$ cat src/rtl/sc_fetch_seq.sv
// Fetch/decode/execute sequencer: walks an instruction through FETCH, IR load,
// decode, ALU execute and write-back, with memory timeout and illegal-op faults.
module sc_fetch_seq #(
  parameter int DATAWIDTH_DECODEROP = 8,
  parameter int MEM_TIMEOUT         = 16
) (
  input  logic                           SC_FetchSEQ_CLOCK_50,
  input  logic                           SC_FetchSEQ_RESET_InHigh,
  input  logic                           SC_FetchSEQ_run_In,
  input  logic                           SC_FetchSEQ_clear_In,
  input  logic                           SC_FetchSEQ_memAck_In,
  input  logic [DATAWIDTH_DECODEROP-1:0] SC_FetchSEQ_irOps_In,
  input  logic                           SC_FetchSEQ_irBit13_In,
  output logic                           SC_FetchSEQ_memRdReq_Out,
  output logic                           SC_FetchSEQ_irLoad_OutLow,
  output logic [5:0]                     SC_FetchSEQ_aluOp_Out,
  output logic                           SC_FetchSEQ_aluSrcImm_Out,
  output logic                           SC_FetchSEQ_rfWe_Out,
  output logic                           SC_FetchSEQ_pcInc_Out,
  output logic                           SC_FetchSEQ_fault_Out,
  output logic [1:0]                     SC_FetchSEQ_faultCode_Out,
  output logic [2:0]                     SC_FetchSEQ_state_Out,
  output logic [15:0]                    SC_FetchSEQ_retired_Out
);

  localparam int WAIT_W = (MEM_TIMEOUT > 1) ? $clog2(MEM_TIMEOUT) : 1;
  localparam logic [WAIT_W-1:0] WAIT_LAST = WAIT_W'(MEM_TIMEOUT - 1);

  typedef enum logic [2:0] {
    ST_IDLE   = 3'b000,
    ST_FETCH  = 3'b001,
    ST_LOADIR = 3'b010,
    ST_DECODE = 3'b011,
    ST_EXEC   = 3'b100,
    ST_WB     = 3'b101,
    ST_FAULT  = 3'b111
  } state_t;

  state_t            state_q, state_d;
  logic [WAIT_W-1:0] wait_q, wait_d;
  logic [1:0]        fault_code_q, fault_code_d;
  logic [5:0]        alu_op_q, alu_op_d;
  logic              alu_imm_q, alu_imm_d;
  logic              nop_pc_q, nop_pc_d;
  logic [15:0]       retired_q, retired_d;

  logic [1:0] ir_op;
  logic [5:0] ir_op3;
  logic       alu_vis;

  assign ir_op  = SC_FetchSEQ_irOps_In[DATAWIDTH_DECODEROP-1 -: 2];
  assign ir_op3 = SC_FetchSEQ_irOps_In[5:0];

  always_ff @(posedge SC_FetchSEQ_CLOCK_50 or posedge SC_FetchSEQ_RESET_InHigh) begin
    if (SC_FetchSEQ_RESET_InHigh) begin
      state_q      <= ST_IDLE;
      wait_q       <= '0;
      fault_code_q <= 2'b00;
      alu_op_q     <= 6'b000000;
      alu_imm_q    <= 1'b0;
      nop_pc_q     <= 1'b0;
      retired_q    <= 16'h0000;
    end else begin
      state_q      <= state_d;
      wait_q       <= wait_d;
      fault_code_q <= fault_code_d;
      alu_op_q     <= alu_op_d;
      alu_imm_q    <= alu_imm_d;
      nop_pc_q     <= nop_pc_d;
      retired_q    <= retired_d;
    end
  end

  always_comb begin
    state_d      = state_q;
    wait_d       = wait_q;
    fault_code_d = fault_code_q;
    alu_op_d     = alu_op_q;
    alu_imm_d    = alu_imm_q;
    nop_pc_d     = 1'b0;
    retired_d    = retired_q;

    case (state_q)
      ST_IDLE: begin
        if (SC_FetchSEQ_run_In) begin
          state_d = ST_FETCH;
          wait_d  = '0;
        end
      end
      ST_FETCH: begin
        // An acknowledge on the final wait cycle still counts as success.
        if (SC_FetchSEQ_memAck_In) begin
          state_d = ST_LOADIR;
        end else if (wait_q == WAIT_LAST) begin
          state_d      = ST_FAULT;
          fault_code_d = 2'b01;
        end else begin
          wait_d = wait_q + 1'b1;
        end
      end
      ST_LOADIR: state_d = ST_DECODE;
      ST_DECODE: begin
        case (ir_op)
          2'b10: begin
            state_d   = ST_EXEC;
            alu_op_d  = ir_op3;
            alu_imm_d = SC_FetchSEQ_irBit13_In;
          end
          2'b00: begin
            // NOP pcInc is registered so it shows the cycle after DECODE.
            nop_pc_d  = 1'b1;
            retired_d = retired_q + 16'd1;
            state_d   = SC_FetchSEQ_run_In ? ST_FETCH : ST_IDLE;
            wait_d    = '0;
          end
          default: begin
            state_d      = ST_FAULT;
            fault_code_d = 2'b10;
          end
        endcase
      end
      ST_EXEC: state_d = ST_WB;
      ST_WB: begin
        retired_d = retired_q + 16'd1;
        state_d   = SC_FetchSEQ_run_In ? ST_FETCH : ST_IDLE;
        wait_d    = '0;
      end
      ST_FAULT: begin
        if (SC_FetchSEQ_clear_In) begin
          state_d      = ST_IDLE;
          fault_code_d = 2'b00;
        end
      end
      default: state_d = ST_IDLE;
    endcase
  end

  assign alu_vis = (state_q == ST_EXEC) || (state_q == ST_WB);

  generate
    for (genvar gi = 0; gi < 6; gi++) begin : g_alu_op
      assign SC_FetchSEQ_aluOp_Out[gi] = alu_vis & alu_op_q[gi];
    end
  endgenerate

  assign SC_FetchSEQ_aluSrcImm_Out = alu_vis & alu_imm_q;
  assign SC_FetchSEQ_memRdReq_Out  = (state_q == ST_FETCH);
  assign SC_FetchSEQ_irLoad_OutLow = (state_q != ST_LOADIR);
  assign SC_FetchSEQ_rfWe_Out      = (state_q == ST_WB);
  assign SC_FetchSEQ_pcInc_Out     = (state_q == ST_WB) | nop_pc_q;
  assign SC_FetchSEQ_fault_Out     = (state_q == ST_FAULT);
  assign SC_FetchSEQ_faultCode_Out = fault_code_q;
  assign SC_FetchSEQ_state_Out     = state_q;
  assign SC_FetchSEQ_retired_Out   = retired_q;

endmodule
$ cat config.mk
export PLATFORM = sky130hd
export DESIGN_NAME = sc_fetch_seq
export DESIGN_NICKNAME = d
export VERILOG_FILES = /design/src/rtl/sc_fetch_seq.sv
export SDC_FILE = /design/constraint.sdc
export NUM_CORES = 1
export LEC_CHECK = 0
export ABC_AREA = 1
export BUFFER_PORTS_ARGS = -buffer_cell sky130_fd_sc_hd__buf_2
export CAP_MARGIN = 40
export CORE_ASPECT_RATIO = 0.5
export CORE_MARGIN = 2
export CORE_UTILIZATION = 55
export CTS_BUF_LIST = sky130_fd_sc_hd__clkbuf_4 sky130_fd_sc_hd__clkbuf_8
export CTS_CLUSTER_DIAMETER = 150
export CTS_CLUSTER_SIZE = 25
export DETAILED_ROUTE_END_ITERATION = 8
export PLACE_DENSITY = 0.82
export SYNTH_ARGS = -nofsm -noshare
export SYNTH_HDL_FRONTEND = slang
export SYNTH_SLANG_ARGS = --single-unit
export TNS_END_PERCENT = 1
$ cat constraint.sdc
create_clock -name SC_FetchSEQ_CLOCK_50 -period 1.5 [get_ports SC_FetchSEQ_CLOCK_50]
set_input_delay 0.3 -clock SC_FetchSEQ_CLOCK_50 [delete_from_list [all_inputs] [get_ports SC_FetchSEQ_CLOCK_50]]
set_output_delay 0.3 -clock SC_FetchSEQ_CLOCK_50 [all_outputs]
set_load 0.005 [all_outputs]
==> flow_summary.json <==
{
  "area_delta_synth_final_pct": 35.1,
  "routed_wl_mm": 5.68,
  "p_seq_share_pct": 31.8,
  "grt_overflow": 0,
  "synth_seq_cells": 33,
  "place.detailed.hpwl_mm": 2.97,
  "die_area_sq_um": 3940,
  "min_period_ns": 1.62,
  "reg2reg_from": "SC_FetchSEQ_state_Out[0]",
  "antenna_cells": 0,
  "synth_edf_count": 0,
  "drcViolationCount": 0,
  "cts_buffers": 5,
  "ys_seq_area_share_pct": 43.9,
  "violations": "setup timing",
  "clkSinkCount": 33,
  "viasPerCell": 5.70,
  "status": "finished with violations",
  "synthTopCellsByCount": "nand2_1 (70), nor2_1 (36), dfrtp_1 (33)",
  "hold_path_class": "in2async",
  "ir_worst_vdd_v": 0.000926,
  "std_cell_rows": 14,
  "synth_cell_types": 28,
  "power.total_w": 0.00423,
  "grt_max_degree": 34,
  "grt_pass1_wl_mm": 7.60,
  "synth_most_common_cell": "nand2_1",
  "path_max_fanout": 4,
  "clk_pin_slew_ns": 0.07,
  "syn_nets": 264,
  "max_freq_mhz": 617,
  "rsz0062_at_grt": "yes",
  "synth_flop_cell": "dfrtp_1",
  "setup_slack_ns": -0.120,
  "netlist_area_sq_um": 1880,
  "drv_cap": 0,
  "report.final.slew_viol_count": 0,
  "cp-start-kind": "flop",
  "cts_root_buf": "clkbuf_8",
  "die_y_microns": 45.4,
  "yosys.area.top_type_share_pct": 43.9,
  "setup_viol": 18,
  "p_clk_share_pct": 18.3,
  "period_share_pct": 108,
  "startpoint": "SC_FetchSEQ_state_Out[0]",
  "vias": 2074,
  "max_slew.worst_pin.slew_ns": 0.434,
  "drive_gt1_share_pct": 34.9,
  "hold_violations": 0,
  "intPower_w": 0.00248,
  "yosysTopAreaCell": "dfrtp_1",
  "relSlewSlack_pct": 71.1,
  "p_leak_nw": 1.37,
  "syn_inst": 248,
  "worstPathRequired_ns": 1.69,
  "async_reset_ff_share_pct": 100,
  "skew_ns": 0.00388,
  "worstPathArrival_ns": 1.81,
  "insertion_delay_ns": 0.29,
  "synth_warnings": 0,
  "design_area_sq_um": 2540,
  "switchingPower_w": 0.00175,
  "post_drt_wl_per_cell_microns": 15.6,
  "crit_type": "reg2reg",
  "comb_power_share_pct": 49.9,
  "final_net_count": 339,
  "cts_hold_buf": 0,
  "fillers": 185,
  "yosys-top-cells-area": "dfrtp_1 (44%), nand2_1 (14%), nor2_1 (7.2%)",
  "powerDensity_nw_per_um2": 1660,
  "floorplan.initialDensity_pct": 60.1,
  "routabilityCongestion": 0.852,
  "die_w_microns": 86.8,
  "swShare_pct": 41.5,
  "place_area_sq_um": 2180,
  "antenna_left": 0,
  "ioPinCount": 47,
  "clock_path_buffers": 2,
  "syn_avg_cell_area_sq_um": 7.59,
  "first_pass_iters": 6,
  "antenna_found_initial": 0,
  "cts_tree": "yes",
  "dr.first_iter.drc_count": 202,
  "grt_pass1_vias": 1761,
  "cts_max_level": 2,
  "worstSetupEndpointType": "flop",
  "grt_use_total_pct": 25.6,
  "io_buffers": 46,
  "coreArea_sq_um": 3140,
  "fin_hold_ws_ns": 0.0967
}
-- per-layer routing --
layer  wire [microns]  global-route usage, %
met5                0                      0
met4              337                   10.6
met3              417                   6.16
met2             2780                   46.5
met1             2150                   30.1
-- path summary, 6_finish.rpt --
kind	endpoint	slack [ns]	depth (start not counted)
hold reg to reg	wait_q[3]	0.48	2
max in group asynchronous	SC_FetchSEQ_state_Out[0]	1.07	3
hold / removal	SC_FetchSEQ_retired_Out[0]	0.1	3
setup / recovery	SC_FetchSEQ_state_Out[1]	-0.12	10
setup reg to reg	SC_FetchSEQ_state_Out[1]	-0.12	10
min in group SC_FetchSEQ_CLOCK_50	alu_op_q[1]	0.26	3
-- flip-flops by register name, indices dropped and copies added, names as in the netlist --
register,flops
SC_FetchSEQ_faultCode_Out,2
SC_FetchSEQ_retired_Out,16
SC_FetchSEQ_state_Out,3
alu_imm_q,1
alu_op_q,6
nop_pc_q,1
wait_q,4
-- power by group through the flow --
stage	logic, W	registers (W)	clock network, W
after floorplan	0.000963	0.00133	0
after CTS	0.00166	0.00130	0.000747
after global routing	0.00230	0.00136	0.000810
after global placement	0.00136	0.00135	0
after detailed placement	0.00140	0.00136	0
final	0.00211	0.00134	0.000776
-- area by class of cell --
| cell class | instances | area (sq um) | area share [%] |
|---|---|---|---|
| Clock buffer | 7 | 96.3 | 3.79 |
| Timing Repair Buffer | 70 | 452 | 17.8 |
| Multi-Input combinational cell | 179 | 976 | 38.4 |
| Clock inverter | 1 | 5.00 | 0.197 |
| Sequential cell | 33 | 830 | 32.6 |
| Inverter | 34 | 135 | 5.31 |
| Tap cell | 40 | 50.0 | 1.97 |
-- repair_timing --
item                       CTS  global route
pin swaps                    1             7
gates cloned                 0             1
resized for setup           12            20
buffers inserted            10             8
setup endpoints to repair   17            37
-- metrics by stage --
stage | TNS [ns] | instances | setup WS (ns) | utilization, %
finish | -0.594 | 364 | -0.120 | 81.1
global route | -1.96 | 364 | -0.177 | 81.1
CTS | -0.000206 | 355 | -0.000206 | 76.0
detailed placement | -0.0174 | 337 | -0.00810 | 69.7
global placement | 0 | 337 | 0.0519 | 69.7
floorplan | 0 | 248 | 0.153 | -
-- kinds of logic after synthesis --
family / after synthesis / share of synthesized area, %
compound gates: 22 / 6.58
simple gates: 145 / 35.6
flops: 33 / 43.9
xor+xnor: 9 / 4.59
buf+inv: 37 / 8.04
fa+ha+maj: 2 / 1.33
-- cell usage in the layout (no fill, tap or decap), types with 2 or more instances in the layout --
cell type	n
a21oi_1	9
inv_4	3
xnor2_1	5
buf_4	17
o21ai_1	3
o21ai_2	2
nand2_1	65
buf_6	7
buf_2	45
o21ai_0	4
nand3_1	15
nand4_1	7
nor3_1	2
nor2_4	3
a21oi_2	3
ha_1	2
dfrtp_2	3
nand3_4	3
clkbuf_8	7
inv_1	30
nand2_2	6
nor2_1	33
nor2_2	3
nand2_4	3
xor2_1	3
dfrtp_1	30
-- worst max-delay path, stage by stage, from the launching register on --
cell and delay [ns]:
dfrtp_2 0.45, buf_6 0.14, buf_6 0.12, inv_4 0.05, nand3_4 0.07, buf_6 0.12
buf_4 0.12, buf_4 0.12, nand2_2 0.07, nor2_1 0.05, o21ai_1 0.20
(Power assumes the default switching activity.)
